[config.mk]
export PLATFORM = sky130hd
export DESIGN_NAME = gcd_unit_param_flat
export DESIGN_NICKNAME = d
export VERILOG_FILES = /design/src/rtl/gcd_unit_param_pkg.sv /design/src/rtl/gcd_unit_param_if.sv /design/src/rtl/gcd_unit_param_dpath.sv /design/src/rtl/gcd_unit_param.sv /design/src/flat_wrapper.sv
export SDC_FILE = /design/constraint.sdc
export NUM_CORES = 1
export LEC_CHECK = 0
export BUFFER_PORTS_ARGS = -buffer_cell sky130_fd_sc_hd__buf_2
export CAP_MARGIN = 15
export CORE_MARGIN = 3
export CORE_UTILIZATION = 51
export CTS_BUF_LIST = sky130_fd_sc_hd__clkbuf_8
export CTS_CLUSTER_SIZE = 25
export DETAILED_ROUTE_END_ITERATION = 8
export GPL_TIMING_DRIVEN = 0
export MAX_ROUTING_LAYER = met4
export PLACE_DENSITY = 0.79
export SYNTH_ARGS = -nofsm -noshare
export SYNTH_HDL_FRONTEND = slang
export SYNTH_HIERARCHICAL = 1
export SYNTH_SLANG_ARGS = --single-unit
export TNS_END_PERCENT = 1
[constraint.sdc]
create_clock -name clk -period 3.6 [get_ports clk]
set_input_delay 0.18 -clock clk [delete_from_list [all_inputs] [get_ports clk]]
set_output_delay 0.18 -clock clk [all_outputs]
set_load 0.01 [all_outputs]
[src/rtl/gcd_unit_param_pkg.sv]
// Purpose: shared types and mux-select encodings for the gcd_unit_param slice.
// Latency: n/a (declarations only).
// Backpressure: n/a.
// Contents: FSM state enum, a-register and b-register mux select codes.
package gcd_unit_param_pkg;

  typedef enum logic [1:0] {
    IDLE = 2'd0,
    CALC = 2'd1,
    DONE = 2'd2
  } state_e;

  // a-register input select
  localparam logic [1:0] A_MUX_LD  = 2'd0;  // operand a from request
  localparam logic [1:0] A_MUX_B   = 2'd1;  // swap: take b
  localparam logic [1:0] A_MUX_SUB = 2'd2;  // a - b

  // b-register input select
  localparam logic B_MUX_LD = 1'b0;  // operand b from request
  localparam logic B_MUX_A  = 1'b1;  // swap: take a

endpackage

[src/rtl/gcd_unit_param_if.sv]
// Purpose: request/response val/rdy stream bundle for the GCD accelerator.
// Latency: n/a (wires only).
// Backpressure: istream_rdy / ostream_rdy carried here.
// Signals: istream_{val,rdy,msg={tag,a,b}}, ostream_{val,rdy,msg={tag,gcd}}.
// Modports: master = requester side, slave = accelerator side.
interface gcd_unit_param_if #(
  parameter int p_nbits     = 16,
  parameter int p_tag_nbits = 4
);

  logic                             istream_val;
  logic                             istream_rdy;
  logic [p_tag_nbits+2*p_nbits-1:0] istream_msg;
  logic                             ostream_val;
  logic                             ostream_rdy;
  logic [p_tag_nbits+p_nbits-1:0]   ostream_msg;

  modport master (
    output istream_val, istream_msg, ostream_rdy,
    input  istream_rdy, ostream_val, ostream_msg
  );

  modport slave (
    input  istream_val, istream_msg, ostream_rdy,
    output istream_rdy, ostream_val, ostream_msg
  );

endinterface

[src/rtl/gcd_unit_param_dpath.sv]
// Purpose: GCD datapath - a/b/tag registers, swap/subtract muxes, comparators.
// Latency: registers update one cycle after the enables are asserted.
// Backpressure: none internally; enables come from the control FSM.
// Ports: clk, rst; i_a_en/i_b_en/i_tag_en, i_a_sel, i_b_sel, i_req_msg;
//        o_resp_msg={tag,a}, o_is_a_lt_b, o_is_b_zero.
module gcd_unit_param_dpath
  import gcd_unit_param_pkg::*;
#(
  parameter int p_nbits     = 16,
  parameter int p_tag_nbits = 4
) (
  input  logic                             clk,
  input  logic                             rst,
  input  logic                             i_a_en,
  input  logic                             i_b_en,
  input  logic                             i_tag_en,
  input  logic [1:0]                       i_a_sel,
  input  logic                             i_b_sel,
  input  logic [p_tag_nbits+2*p_nbits-1:0] i_req_msg,
  output logic [p_tag_nbits+p_nbits-1:0]   o_resp_msg,
  output logic                             o_is_a_lt_b,
  output logic                             o_is_b_zero
);

  logic [p_nbits-1:0]     r_a, r_b;
  logic [p_tag_nbits-1:0] r_tag;

  logic [p_tag_nbits-1:0] w_req_tag;
  logic [p_nbits-1:0]     w_req_a, w_req_b;
  logic [p_nbits-1:0]     w_sub, w_a_next, w_b_next;

  assign {w_req_tag, w_req_a, w_req_b} = i_req_msg;

  // Only selected when a >= b, so this never wraps.
  assign w_sub = r_a - r_b;

  always_comb begin
    w_a_next = r_a;
    case (i_a_sel)
      A_MUX_LD:  w_a_next = w_req_a;
      A_MUX_B:   w_a_next = r_b;
      A_MUX_SUB: w_a_next = w_sub;
      default:   w_a_next = r_a;
    endcase
  end

  assign w_b_next = (i_b_sel == B_MUX_A) ? r_a : w_req_b;

  always_ff @(posedge clk) begin
    if (rst) begin
      r_a   <= '0;
      r_b   <= '0;
      r_tag <= '0;
    end else begin
      if (i_a_en)   r_a   <= w_a_next;
      if (i_b_en)   r_b   <= w_b_next;
      if (i_tag_en) r_tag <= w_req_tag;
    end
  end

  assign o_is_a_lt_b = (r_a < r_b);
  assign o_is_b_zero = (r_b == '0);
  assign o_resp_msg  = {r_tag, r_a};

endmodule

[src/rtl/gcd_unit_param.sv]
// Purpose: tagged subtract/swap Euclid GCD accelerator on a val/rdy stream.
// Latency: 1 + CALC steps from request transfer to ostream_val (min 2).
// Backpressure: response held stable while ostream_rdy=0; istream_rdy=ostream_rdy in DONE.
// Ports: clk, rst (sync, active-high); io (gcd_unit_param_if.slave);
//        stat_num_resp, stat_busy_cycles only when GCD_UNIT_PARAM_STATS_EN is defined.
module gcd_unit_param
  import gcd_unit_param_pkg::*;
#(
  parameter int p_nbits     = 16,
  parameter int p_tag_nbits = 4
) (
  input  logic                  clk,
  input  logic                  rst,
  gcd_unit_param_if.slave       io
`ifdef GCD_UNIT_PARAM_STATS_EN
  ,
  output logic [31:0]           stat_num_resp,
  output logic [31:0]           stat_busy_cycles
`endif
);

  state_e     r_state, w_state_next;
  logic       w_a_en, w_b_en, w_tag_en, w_b_sel;
  logic [1:0] w_a_sel;
  logic       w_in_rdy, w_out_vld;
  logic       w_is_a_lt_b, w_is_b_zero;

  gcd_unit_param_dpath #(
    .p_nbits     (p_nbits),
    .p_tag_nbits (p_tag_nbits)
  ) u_dpath (
    .clk         (clk),
    .rst         (rst),
    .i_a_en      (w_a_en),
    .i_b_en      (w_b_en),
    .i_tag_en    (w_tag_en),
    .i_a_sel     (w_a_sel),
    .i_b_sel     (w_b_sel),
    .i_req_msg   (io.istream_msg),
    .o_resp_msg  (io.ostream_msg),
    .o_is_a_lt_b (w_is_a_lt_b),
    .o_is_b_zero (w_is_b_zero)
  );

  always_ff @(posedge clk) begin
    if (rst) r_state <= IDLE;
    else     r_state <= w_state_next;
  end

  always_comb begin
    w_state_next = r_state;
    w_in_rdy     = 1'b0;
    w_out_vld    = 1'b0;
    w_a_en       = 1'b0;
    w_b_en       = 1'b0;
    w_tag_en     = 1'b0;
    w_a_sel      = A_MUX_LD;
    w_b_sel      = B_MUX_LD;
    case (r_state)
      IDLE: begin
        w_in_rdy = 1'b1;
        if (io.istream_val) begin
          w_a_en       = 1'b1;
          w_b_en       = 1'b1;
          w_tag_en     = 1'b1;
          w_state_next = CALC;
        end
      end
      CALC: begin
        if (w_is_a_lt_b) begin
          w_a_en  = 1'b1;
          w_b_en  = 1'b1;
          w_a_sel = A_MUX_B;
          w_b_sel = B_MUX_A;
        end else if (!w_is_b_zero) begin
          w_a_en  = 1'b1;
          w_a_sel = A_MUX_SUB;
        end else begin
          w_state_next = DONE;
        end
      end
      DONE: begin
        w_out_vld = 1'b1;
        // Freeing the result register lets a new request load in the same cycle.
        w_in_rdy  = io.ostream_rdy;
        if (io.ostream_rdy) begin
          if (io.istream_val) begin
            w_a_en       = 1'b1;
            w_b_en       = 1'b1;
            w_tag_en     = 1'b1;
            w_state_next = CALC;
          end else begin
            w_state_next = IDLE;
          end
        end
      end
      default: w_state_next = state_e'(2'bxx);
    endcase
  end

  assign io.istream_rdy = w_in_rdy;
  assign io.ostream_val = w_out_vld;

`ifdef GCD_UNIT_PARAM_STATS_EN
  logic [31:0] r_num_resp, r_busy_cycles;

  always_ff @(posedge clk) begin
    if (rst) begin
      r_num_resp    <= '0;
      r_busy_cycles <= '0;
    end else begin
      if (w_out_vld && io.ostream_rdy) r_num_resp    <= r_num_resp + 32'd1;
      if (r_state == CALC)             r_busy_cycles <= r_busy_cycles + 32'd1;
    end
  end

  assign stat_num_resp    = r_num_resp;
  assign stat_busy_cycles = r_busy_cycles;
`endif

endmodule

[src/flat_wrapper.sv]
// flat-port wrapper written by rule: the top's interface ports become plain ports
module gcd_unit_param_flat import gcd_unit_param_pkg::*;
#(
  parameter int p_nbits     = 16,
  parameter int p_tag_nbits = 4
)
  (clk, rst, io_istream_val, io_istream_msg, io_ostream_rdy, io_istream_rdy, io_ostream_val, io_ostream_msg);
  gcd_unit_param_if #(.p_nbits(p_nbits), .p_tag_nbits(p_tag_nbits)) io_i ();
  input  logic clk;
  input  logic rst;
  input wire logic [$bits(io_i.istream_val)-1:0] io_istream_val;
  input wire logic [$bits(io_i.istream_msg)-1:0] io_istream_msg;
  input wire logic [$bits(io_i.ostream_rdy)-1:0] io_ostream_rdy;
  output wire logic [$bits(io_i.istream_rdy)-1:0] io_istream_rdy;
  output wire logic [$bits(io_i.ostream_val)-1:0] io_ostream_val;
  output wire logic [$bits(io_i.ostream_msg)-1:0] io_ostream_msg;
  assign io_i.istream_val = io_istream_val;
  assign io_i.istream_msg = io_istream_msg;
  assign io_i.ostream_rdy = io_ostream_rdy;
  assign io_istream_rdy = io_i.istream_rdy;
  assign io_ostream_val = io_i.ostream_val;
  assign io_ostream_msg = io_i.ostream_msg;
  gcd_unit_param #(.p_nbits(p_nbits), .p_tag_nbits(p_tag_nbits)) u_core (.clk(clk), .rst(rst), .io(io_i));
endmodule
==> metrics.txt <==
largest net degree at the start of global routing 14; drt wl/cell 18.03 µm; Synth cell types 53; sequential fraction of design power 19.9%; I/O pin cnt 62; total global-route track usage 27.32%; CP Class register to register; Die Height 80.23 µm; syn_nets 413; power share of the clock group 10.5%; IR drop worst, VDD 0.5001 mV; max-cap violations 0; Final Setup Violations 0; DRT Pass-1 Iters 5; CP bufs+invs 4; met2 WL 4302 µm; CTS buffer count 5; total gr overflow 0; Max FO, Critical Path 4; first-pass GRT wire length 13,230 µm; final hold slack 0.1136 ns; WP data arrival 3.79 ns; Hold Path Depth 3; switching fraction of total power 48.19%; hpwl dp 6124 µm; clk_lat worst skew 0.30 ns; synthesized instance count 352; Syn-to-layout area delta 28.18%; worst slew pin tran 0.6750 ns; relative slew slack 55.00%; status completed; top cell type's share of synthesized area 27.07%; min-delay src io_istream_msg[33]; EDFF count, synth 0; syn avg cell area 7.984 µm²; layout cells sized above 1 30.54%; Post-Syn Area 0.002810 mm²; CP endpoint kind register; pre-CTS WS -0.6951 ns; Async SR Flop Fraction 0%; clock buffer depth 2; crit-path leading delay family compound AO/OA/AOI/OAI gates; Int Pwr 1.868 mW; Final Worst Setup Slack 0.01268 ns; LEAKAGE 1.558 nW; Hold Fails Final Rpt 0; antenna-violating nets left 0; fmax 278.8 MHz; Period minus WS final 3.587 ns; critical path startpoint u_core/u_dpath/r_a[0]; worst reg2reg startpoint u_core/u_dpath/r_a[0]; Switch Pwr 1.737 mW; clock root buffer clkbuf_8; Ys Warns 6; Worst-path clk slew 0.09 ns; top sig layer met4; total wire length 8995 µm; vias in the first global route 2,676; metal3 WL 806 µm; FF-to-FF End u_core/u_dpath/r_a[15]; period utilisation layout 99.65%; largest cells by area after synthesis dfxtp_1, ha_1, mux2i_1; Critical Path RT 3.81 ns; CTS tree built; Post-synth top flop dfxtp_1; startpoint types register; CTS hold repair buffers 0; port bufs 61; Synth Register Bits 38; R2R setup slack 0.01 ns; die area 0.006437 mm²; initial DRC count 228; worst r2r path cells 17; Yosys top cell by area dfxtp_1; Vias 3,033; pins over their slew limit 0; Met1 Routed Length 3649 µm; initial core utilization 53.99%; Worst path max stage delay 0.38 ns; Fill cells 434; Clock Skew 0.005820 ns; RSZ-0062 raised after global routing yes; die width 80.23 µm; clk sinks 38; P per Cell Area 1001 mW/mm²; slowest CP cell fa_2; DRC Markers 0; Comb pwr share 69.6%; sequential-to-total area share from yosys stat 27.07%; Site Rows 26; Worst Hold End u_core/u_dpath/r_tag[1]; CORE AREA 0.005205 mm²; fin nets 489; HP Class primary input to register; CP cell instances inv_2, ha_4, fa_2, nand2b_4, a21o_1, a31oi_4, o41a_1, a41o_1, a21oi_4, nor3_4, ha_4, clkinvlp_4, buf_4, buf_4, nor3_1, nand2_1, a311oi_1; number of diodes 0; vias per inst 6.078; initial antenna violation count 0; H-Tree Depth 2; GP Congestion 0.9129
==> registers in the layout, indices dropped and copies added, names as in the netlist <==
signal and flops:
u_core/u_dpath/r_b 16, u_core/u_dpath/r_tag 4, u_core/r_state 2, u_core/u_dpath/r_a 16
==> cells in the final DEF, fill, tap and decap left out, types with 5 or more instances in the layout <==
master	count
a211oi_1	19
a21o_1	9
a21oi_1	23
buf_2	61
buf_4	12
clkbuf_1	6
clkbuf_8	6
dfxtp_1	33
dfxtp_2	5
ha_1	13
inv_1	20
mux2i_1	22
nand2_1	21
nand2b_1	7
nand3b_1	9
nor2_1	32
nor2b_1	5
nor3_1	8
o21a_1	7
o21ai_0	9
==> layout make-up <==
class / instances / area [µm²] / area share (%)
buffer: 18 / 115.1 / 3.196
clock buffer: 5 / 68.82 / 1.910
clock inverter: 3 / 45.04 / 1.250
inverter: 23 / 90.09 / 2.501
multi-input combinational: 270 / 2041 / 56.65
sequential: 38 / 767.0 / 21.29
tap: 70 / 87.58 / 2.431
timing repair buffer: 72 / 387.9 / 10.77
==> cells in the mapped netlist, types with 3 or more instances <==
master	instances
dfxtp_1	38
xor2_1	3
o21a_1	7
xnor2_1	3
nor3_1	10
a21oi_1	26
nand2_1	21
a2bb2oi_1	3
nor2b_1	6
a31oi_1	5
nor4_1	4
nand3_1	4
o21ai_0	11
buf_1	4
or3_1	4
a211oi_1	19
nand2b_1	10
nand3b_1	9
ha_1	20
nor2_1	34
o21ai_1	3
mux2i_1	22
nor3b_1	4
inv_1	23
a21o_1	9
clkbuf_1	16
==> tightest hold or removal path, stage by stage <==
cell and delay [ns]:
buf_2 0.08, mux2i_1 0.05, nor2_1 0.07
==> repair_timing <==
item / in CTS / in global routing
resized for setup: 23 / 40
pin swaps: 2 / 10
setup endpoints to repair: 26 / 30
setup buffers: 5 / 6
gates cloned: 0 / 0
==> stage by stage <==
step | TNS [ns] | cells | power (mW) | cell area, µm² | util [%]
after detailed placement | -10.42 | 483 | 2.773 | 3203 | 61.54
after floorplan | 0 | 352 | 2.241 | 2810 | -
final | 0 | 499 | 3.605 | 3602 | 69.21
after global routing | -0.6818 | 499 | 3.829 | 3602 | 69.21
after global placement | -9.220 | 483 | 2.722 | 3203 | 61.54
after CTS | -0.1316 | 493 | 3.298 | 3416 | 65.63
==> metal layers <==
layer,vias up,global-route usage [%]
met5,-,-
met1,1422,34.85
met2,157,43.54
li1,1425,-
met3,29,4.933
met4,0,9.459
==> how the worst max path moves through the flow <==
stage,end,slack (ns),cells after the start
global route,u_core/u_dpath/r_a[15],-0.13,17
global placement,u_core/u_dpath/r_a[5],-0.72,16
finish,u_core/u_dpath/r_a[15],0.01,17
detailed placement,u_core/u_dpath/r_a[5],-0.70,16
floorplan,u_core/u_dpath/r_a[12],0.01,16
CTS,u_core/u_dpath/r_a[14],-0.1,15
==> power by group through the flow <==
stage / Combinational, mW / Sequential [mW] / Clock [mW]
after floorplan: 1.54 / 0.706 / 0
after global placement: 2.02 / 0.705 / 0
after detailed placement: 2.06 / 0.711 / 0
after CTS: 2.22 / 0.703 / 0.378
after global routing: 2.70 / 0.737 / 0.394
final: 2.51 / 0.717 / 0.377
==> cells by family (layout without fill, tap and decap cells) <==
logic type	Yosys count	in the layout	share of synthesized area, %
flops	38	38	27.07
xor+xnor	6	6	1.870
simple gates	116	116	21.73
compound gates	104	104	25.42
mux	23	23	8.370
fa+ha+maj	21	21	9.617
buf+inv	44	121	5.921
Power figures use the tool's default switching activity.
